### config.mk
export PLATFORM = sky130hd
export DESIGN_NAME = servo_seq_flat
export DESIGN_NICKNAME = d
export VERILOG_FILES = /design/src/rtl/servo_pkg.sv /design/src/rtl/servo_seq_if.sv /design/src/rtl/servo_seq_sat_counter.sv /design/src/rtl/servo_seq.sv /design/src/flat_wrapper.sv
export SDC_FILE = /design/constraint.sdc
export NUM_CORES = 1
export LEC_CHECK = 0
export BUFFER_PORTS_ARGS = -buffer_cell sky130_fd_sc_hd__buf_2
export CAP_MARGIN = 20
export CORE_MARGIN = 1.5
export CORE_UTILIZATION = 54
export DETAILED_ROUTE_END_ITERATION = 10
export GPL_TIMING_DRIVEN = 0
export PLACE_DENSITY = 0.93
export SYNTH_ARGS = -nofsm -noshare
export SYNTH_HDL_FRONTEND = slang
export SYNTH_SLANG_ARGS = --single-unit
### constraint.sdc
create_clock -name clk -period 5.15 [get_ports clk]
set_input_delay 0.515 -clock clk [delete_from_list [all_inputs] [get_ports clk]]
set_output_delay 0.515 -clock clk [all_outputs]
set_load 0.01 [all_outputs]
### src/rtl/servo_pkg.sv
// Shared constants and state encoding for the servo request sequencer and PWM stage.
package servo_pkg;

   typedef enum logic [1:0] {
      IDLE  = 2'd0,
      ARM   = 2'd1,
      OPEN  = 2'd2,
      CLOSE = 2'd3
   } state_e;

   localparam int PW_W         = 21;
   localparam int PEND_W       = 4;
   localparam int CLK_HZ       = 100_000_000;
   localparam int FRAME_CYCLES = 2_000_000;
   localparam int CLOSED_W_DEF = 150_000;
   localparam int OPEN_W_DEF   = 60_000;

   function automatic int max2(input int a, input int b);
      return (a > b) ? a : b;
   endfunction

endpackage

### src/rtl/servo_seq_if.sv
// Request/abort/frame inputs and pulse-width/status outputs of the servo sequencer.
interface servo_seq_if;
   import servo_pkg::*;

   logic              req;
   logic              cancel;
   logic              frame_tick;
   logic [PW_W-1:0]   pulse_width;
   logic              busy;
   logic [PEND_W-1:0] pending;
   logic              done;
   logic              overflow;

   modport master (
      output req, cancel, frame_tick,
      input  pulse_width, busy, pending, done, overflow
   );

   modport slave (
      input  req, cancel, frame_tick,
      output pulse_width, busy, pending, done, overflow
   );

endinterface

### src/rtl/servo_seq_sat_counter.sv
// Up/down counter saturating at MAX with a clear input and a sticky overflow flag.
module sat_counter #(
   parameter int W   = 4,
   parameter int MAX = 15
) (
   input  logic         clk,
   input  logic         rst,
   input  logic         clr_i,
   input  logic         inc_i,
   input  logic         dec_i,
   output logic [W-1:0] cnt_o,
   output logic         ovf_o
);

   logic [W-1:0] cnt_q, cnt_d;
   logic         ovf_q, ovf_d;

   // Clear wins; simultaneous inc and dec cancel out; overflow survives clear.
   always_comb begin
      cnt_d = cnt_q;
      ovf_d = ovf_q;
      if (clr_i) begin
         cnt_d = '0;
      end else if (inc_i && !dec_i) begin
         if (cnt_q == W'(MAX)) ovf_d = 1'b1;
         else                  cnt_d = cnt_q + W'(1);
      end else if (dec_i && !inc_i && cnt_q != '0) begin
         cnt_d = cnt_q - W'(1);
      end
   end

   always_ff @(posedge clk) begin
      if (rst) begin
         cnt_q <= '0;
         ovf_q <= 1'b0;
      end else begin
         cnt_q <= cnt_d;
         ovf_q <= ovf_d;
      end
   end

   assign cnt_o = cnt_q;
   assign ovf_o = ovf_q;

endmodule

### src/rtl/servo_seq.sv
// Servo request sequencer: queues dispense requests and steps the PWM high time
// through open/hold/close/settle, changing width only on PWM frame boundaries.
module servo_seq
   import servo_pkg::*;
#(
   parameter int CLOSED_W     = CLOSED_W_DEF,
   parameter int OPEN_W       = OPEN_W_DEF,
   parameter int OPEN_FRAMES  = 50,
   parameter int CLOSE_FRAMES = 25,
   parameter int MAX_PEND     = 15
) (
   input  logic  clk,
   input  logic  rst,
   servo_seq_if.slave bus
);

   localparam int CNT_W = $clog2(max2(OPEN_FRAMES, CLOSE_FRAMES));
   localparam logic [CNT_W-1:0] OPEN_LAST  = CNT_W'(OPEN_FRAMES - 1);
   localparam logic [CNT_W-1:0] CLOSE_LAST = CNT_W'(CLOSE_FRAMES - 1);
   localparam logic [PW_W-1:0]  PW_CLOSED  = PW_W'(CLOSED_W);
   localparam logic [PW_W-1:0]  PW_OPEN    = PW_W'(OPEN_W);

   state_e            state_q, state_d;
   logic [CNT_W-1:0]  cnt_q, cnt_d;
   logic [PW_W-1:0]   pw_q, pw_d;
   logic              abort_q, abort_d;
   logic              done_q, done_d;
   logic              dec;
   logic [PEND_W-1:0] pend;
   logic              ovf;

   sat_counter #(.W(PEND_W), .MAX(MAX_PEND)) u_pend (
      .clk   (clk),
      .rst   (rst),
      .clr_i (bus.cancel),
      .inc_i (bus.req & ~bus.cancel),
      .dec_i (dec),
      .cnt_o (pend),
      .ovf_o (ovf)
   );

   always_comb begin
      state_d = state_q;
      cnt_d   = cnt_q;
      pw_d    = pw_q;
      abort_d = abort_q;
      done_d  = 1'b0;
      dec     = 1'b0;
      case (state_q)
         IDLE: begin
            pw_d = PW_CLOSED;
            if (pend != '0 && !bus.cancel) state_d = ARM;
         end
         ARM: begin
            if (bus.cancel) begin
               state_d = IDLE;
            end else if (bus.frame_tick) begin
               pw_d    = PW_OPEN;
               cnt_d   = '0;
               dec     = 1'b1;
               state_d = OPEN;
            end
         end
         OPEN: begin
            if (bus.cancel) abort_d = 1'b1;
            // A cancel coincident with a tick closes on that same tick.
            if (bus.frame_tick) begin
               if (abort_q || bus.cancel || cnt_q == OPEN_LAST) begin
                  pw_d    = PW_CLOSED;
                  cnt_d   = '0;
                  abort_d = 1'b0;
                  state_d = CLOSE;
               end else begin
                  cnt_d = cnt_q + CNT_W'(1);
               end
            end
         end
         CLOSE: begin
            if (bus.frame_tick) begin
               if (cnt_q == CLOSE_LAST) begin
                  done_d  = 1'b1;
                  cnt_d   = '0;
                  state_d = IDLE;
               end else begin
                  cnt_d = cnt_q + CNT_W'(1);
               end
            end
         end
         default: state_d = IDLE;
      endcase
   end

   always_ff @(posedge clk) begin
      if (rst) begin
         state_q <= IDLE;
         cnt_q   <= '0;
         pw_q    <= PW_CLOSED;
         abort_q <= 1'b0;
         done_q  <= 1'b0;
      end else begin
         state_q <= state_d;
         cnt_q   <= cnt_d;
         pw_q    <= pw_d;
         abort_q <= abort_d;
         done_q  <= done_d;
      end
   end

   assign bus.pulse_width = pw_q;
   assign bus.busy        = (state_q != IDLE);
   assign bus.pending     = pend;
   assign bus.done        = done_q;
   assign bus.overflow    = ovf;

endmodule

### src/flat_wrapper.sv
// flat-port wrapper written by rule: the top's interface ports become plain ports
module servo_seq_flat import servo_pkg::*;
#(
   parameter int CLOSED_W     = CLOSED_W_DEF,
   parameter int OPEN_W       = OPEN_W_DEF,
   parameter int OPEN_FRAMES  = 50,
   parameter int CLOSE_FRAMES = 25,
   parameter int MAX_PEND     = 15
)
  (clk, rst, bus_req, bus_cancel, bus_frame_tick, bus_pulse_width, bus_busy, bus_pending, bus_done, bus_overflow);
  servo_seq_if bus_i ();
  input  logic clk;
  input  logic rst;
  input wire logic [$bits(bus_i.req)-1:0] bus_req;
  input wire logic [$bits(bus_i.cancel)-1:0] bus_cancel;
  input wire logic [$bits(bus_i.frame_tick)-1:0] bus_frame_tick;
  output wire logic [$bits(bus_i.pulse_width)-1:0] bus_pulse_width;
  output wire logic [$bits(bus_i.busy)-1:0] bus_busy;
  output wire logic [$bits(bus_i.pending)-1:0] bus_pending;
  output wire logic [$bits(bus_i.done)-1:0] bus_done;
  output wire logic [$bits(bus_i.overflow)-1:0] bus_overflow;
  assign bus_i.req = bus_req;
  assign bus_i.cancel = bus_cancel;
  assign bus_i.frame_tick = bus_frame_tick;
  assign bus_pulse_width = bus_i.pulse_width;
  assign bus_busy = bus_i.busy;
  assign bus_pending = bus_i.pending;
  assign bus_done = bus_i.done;
  assign bus_overflow = bus_i.overflow;
  servo_seq #(.CLOSED_W(CLOSED_W), .OPEN_W(OPEN_W), .OPEN_FRAMES(OPEN_FRAMES), .CLOSE_FRAMES(CLOSE_FRAMES), .MAX_PEND(MAX_PEND)) u_core (.clk(clk), .rst(rst), .bus(bus_i));
endmodule
==> run metrics <==
slowest CP cell sky130_fd_sc_hd__dfxtp_1; y dimension of the die 48.8 um; first-pass iteration count of the detailed router 4; total number of vias 975; HPWL reported at the end of detailed placement ~1700 um; final cycle utilization of the critical path a little over a third; number of resized instances in the post-cts repair step 0; Worst Path Buf+Inv 0; routability congestion estimate from global placement approximately 0.80; unrepaired setup endpoints after global routing no; number of antenna violations at the first check in global routing 0; Required @ worst endpoint about 5.4 ns; WL/cell ~11 um; standard cell area after detailed placement 1300 um2; Layout Area Growth over Synthesis 17.2%; total of hold buffers inserted after clock tree synthesis 0; count of buffers from port buffering 18; CTS HTree Levels 1; crit start category flop; startpoint-to-endpoint class of the critical path reg -> reg; effective utilization at floorplan between 50% and 60%; clock tree from TritonCTS yes; number of failing hold endpoints at the final stage 0; kind of cell with the highest combined delay on the critical path flip-flops; synthesis-stage register bit count 17; DR iter-0 viols 11; PnR worst setup slack about 3.3 ns; Hold Path Sink u_core.u_pend.ovf_o; crit-path max cell delay ~0.5 ns; full die area roughly 2400 um2; maximum net fanout on the critical path 8; post-route clock skew between 0.005 and 0.006 ns; minimum period implied by the final worst setup slack about 1.9 ns; Worst setup EP type flop; # rows 16; Antenna Nets Post-Route 0; Floorplan Core Area between 1500 and 2000 um2; number of distinct library cell variants in the gate-level netlist after synthesis 45; largest net degree at the start of global routing 11; result of the run finished clean; LEAKAGE roughly 0.63 nW; post-synthesis async set-or-reset flop share 0%; clock sink count 17; Hold Path Stages 2; Fin Setup TNS 0 ns; total wirelength of the detailed-routed design about 2100 um; post-placement cell count 190; total power approximately 0.26 mW; Clk Latency, worst-skew pair slightly below 0.3 ns; arrival time of data at the critical path endpoint between 2 and 2.5 ns; post-DR vias/cell between 5 and 6; most frequently used flop master after synthesis sky130_fd_sc_hd__dfxtp_1; logic depth of the worst register-to-register path 7; max-cap viol count 0; hold wc startpoint u_core.u_pend.ovf_o; Clock transition at path regs 0.10 ns; startpoint of the worst-slack reg-to-reg timing path u_core.state_q[0]; worst reg2reg path endpoint u_core.u_pend.cnt_o[3]; cell area after synthesis around 1100 um2; number of synthesis warnings 0; maximum operating frequency 537 MHz; buffers from clock root to sink, at most 2; global-route wire length before repair around 3600 um; Seq/Total Area, Yosys between 30 and 40%; count of flip-flops with a built-in enable after synthesis 0; Hold WC Path Type reg -> reg; overflow left after global routing 0; Post-CTS Setup Inserts 0; DR DRC count 0; final number of setup-violating endpoints 0; Max rail drop VDD roughly 0.00017 V; Diodes inserted 0; number of standard cells after synthesis approximately 130; horizontal extent of the die 48.8 um; Register-to-Register Setup Slack around 3.3 ns; via count of the first global-routing pass 874; TritonCTS Buffers 3; count of non-filler cells in the finished layout slightly below 200; final hold slack roughly 0.48 ns; P per Cell Area just under 200 nW/um2; final cell utilization of the core around two thirds; final layout net count between 150 and 200; area of all placed cells without fillers 1330 um2; I/O pin cnt 33; CP cell instances nand3b_2, nand2_1, ha_1, a31oi_1, nor2_1, o21ai_1, mux2i_1; root buffer cell sky130_fd_sc_hd__clkbuf_4; GRT Util Overall 19.0%; average instance area after synthesis around 8.5 um2; layout cell share with drive strength beyond 1 a little under a third; Placement Setup Slack about 3.1 ns; max-slew violations 0
-- how the worst max path moves through the flow --
stage / slack (ns) / endpoint / cells after the start / from
2_1_floorplan: 3.39 / u_core.u_pend.cnt_o[3] / 6 / bus_req
3_3_place_gp: 3.16 / u_core.u_pend.cnt_o[3] / 8 / bus_cancel
3_5_place_dp: 3.11 / u_core.u_pend.cnt_o[3] / 7 / bus_cancel
4_1_cts: 3.28 / u_core.u_pend.cnt_o[3] / 7 / u_core.state_q[0]
5_1_grt: 3.18 / u_core.u_pend.cnt_o[3] / 7 / u_core.state_q[0]
6_report: 3.29 / u_core.u_pend.cnt_o[3] / 7 / u_core.state_q[0]
-- cell usage after synthesis (2+ instances only) --
cell                        n  area (um2)
sky130_fd_sc_hd__inv_1      5        18.8
sky130_fd_sc_hd__buf_4     19         143
sky130_fd_sc_hd__nor3_2     2        20.0
sky130_fd_sc_hd__ha_1       5        62.6
sky130_fd_sc_hd__xnor2_1    2        17.5
sky130_fd_sc_hd__or3_1      3        18.8
sky130_fd_sc_hd__nand3_1    3        15.0
sky130_fd_sc_hd__nor2_1    12        45.0
sky130_fd_sc_hd__nor3_1     2        10.0
sky130_fd_sc_hd__nor2b_1    3        18.8
sky130_fd_sc_hd__conb_1     2        7.51
sky130_fd_sc_hd__a21oi_1    7        35.0
sky130_fd_sc_hd__a41o_1     2        20.0
sky130_fd_sc_hd__dfxtp_1   17         340
sky130_fd_sc_hd__o21ai_0    2        10.0
sky130_fd_sc_hd__mux2i_1    2        20.0
sky130_fd_sc_hd__xor2_1     3        26.3
sky130_fd_sc_hd__or2_2      2        12.5
sky130_fd_sc_hd__clkbuf_1   2        7.51
sky130_fd_sc_hd__a211oi_1   2        15.0
sky130_fd_sc_hd__a22o_1     4        35.0
sky130_fd_sc_hd__nand2_1    7        26.3
sky130_fd_sc_hd__o21a_1     2        15.0
sky130_fd_sc_hd__nand2b_1   2        12.5
-- placed cells by master (no fill, tap or decap), drive strengths merged --
master,n
dfxtp,17
a41o,2
nor2b,3
nor2,13
a21boi,1
clkbuf,6
o22ai,1
conb,14
nor3,4
or4,1
a311oi,1
o21a,2
nand3b,1
mux2i,2
nor3b,1
and2,1
nand4b,1
or3,3
o2111ai,1
xor2,3
buf,38
o22a,1
inv,6
nand2,7
a221oi,1
ha,5
nor4,1
a31oi,1
xnor2,2
nand2b,2
a21o,1
nand4,1
o41ai,1
a211oi,2
a21oi,7
or2,2
o21ai,3
a22o,4
nand3,3
and2b,1
-- kinds of logic after synthesis --
| logic type | synth area share (%) |
|---|---|
| adder cells (fa/ha/maj) | 5.52 |
| buffers and inverters | 15.7 |
| other | 0.662 |
| flip-flops | 30.0 |
| multiplexers | 1.77 |
| AND/OR/NAND/NOR | 22.1 |
| XOR/XNOR | 3.86 |
| AO/OA/AOI/OAI | 20.4 |
-- flip-flops by register name, summed over array words and instances, names as in the netlist, named ones only --
register	flops
u_core.state_q	1
u_core.bus.done	1
u_core.cnt_q	6
u_core.bus.pulse_width	2
u_core.u_pend.ovf_o	1
u_core.abort_q	1
u_core.u_pend.cnt_o	4
-- layer usage --
layer,vias up,track usage (%),share of wire (%)
li1,505,-,-
met1,439,23.5,45
met2,28,32.2,48
met3,3,4.29,5.7
met4,0,6.67,0.95
met5,-,0,0
-- area by class of cell --
type | count | area [um2]
clock buffers | 4 | 26.3
repair buffers | 18 | 90.1
multi-input cells | 100 | 661
inverters | 6 | 22.5
well taps | 27 | 33.8
flip-flops and latches | 17 | 340
plain buffers | 22 | 155
fillers | 181 | 633
-- worst register-to-register path: stages, from the launching register on --
cell,delay (ns)
sky130_fd_sc_hd__dfxtp_1,0.50
sky130_fd_sc_hd__nand3b_2,0.20
sky130_fd_sc_hd__nand2_1,0.21
sky130_fd_sc_hd__ha_1,0.30
sky130_fd_sc_hd__a31oi_1,0.19
sky130_fd_sc_hd__nor2_1,0.07
sky130_fd_sc_hd__o21ai_1,0.16
sky130_fd_sc_hd__mux2i_1,0.19
-- power by group --
| group | total, mW | internal [mW] | switching, mW | leakage (nW) |
|---|---|---|---|---|
| logic | 0.0485 | 0.0216 | 0.0269 | 0.478 |
| registers | 0.137 | 0.134 | 0.00341 | 0.137 |
| clock network | 0.0716 | 0.0301 | 0.0414 | 0.0150 |
Power figures use the tool's default switching activity.
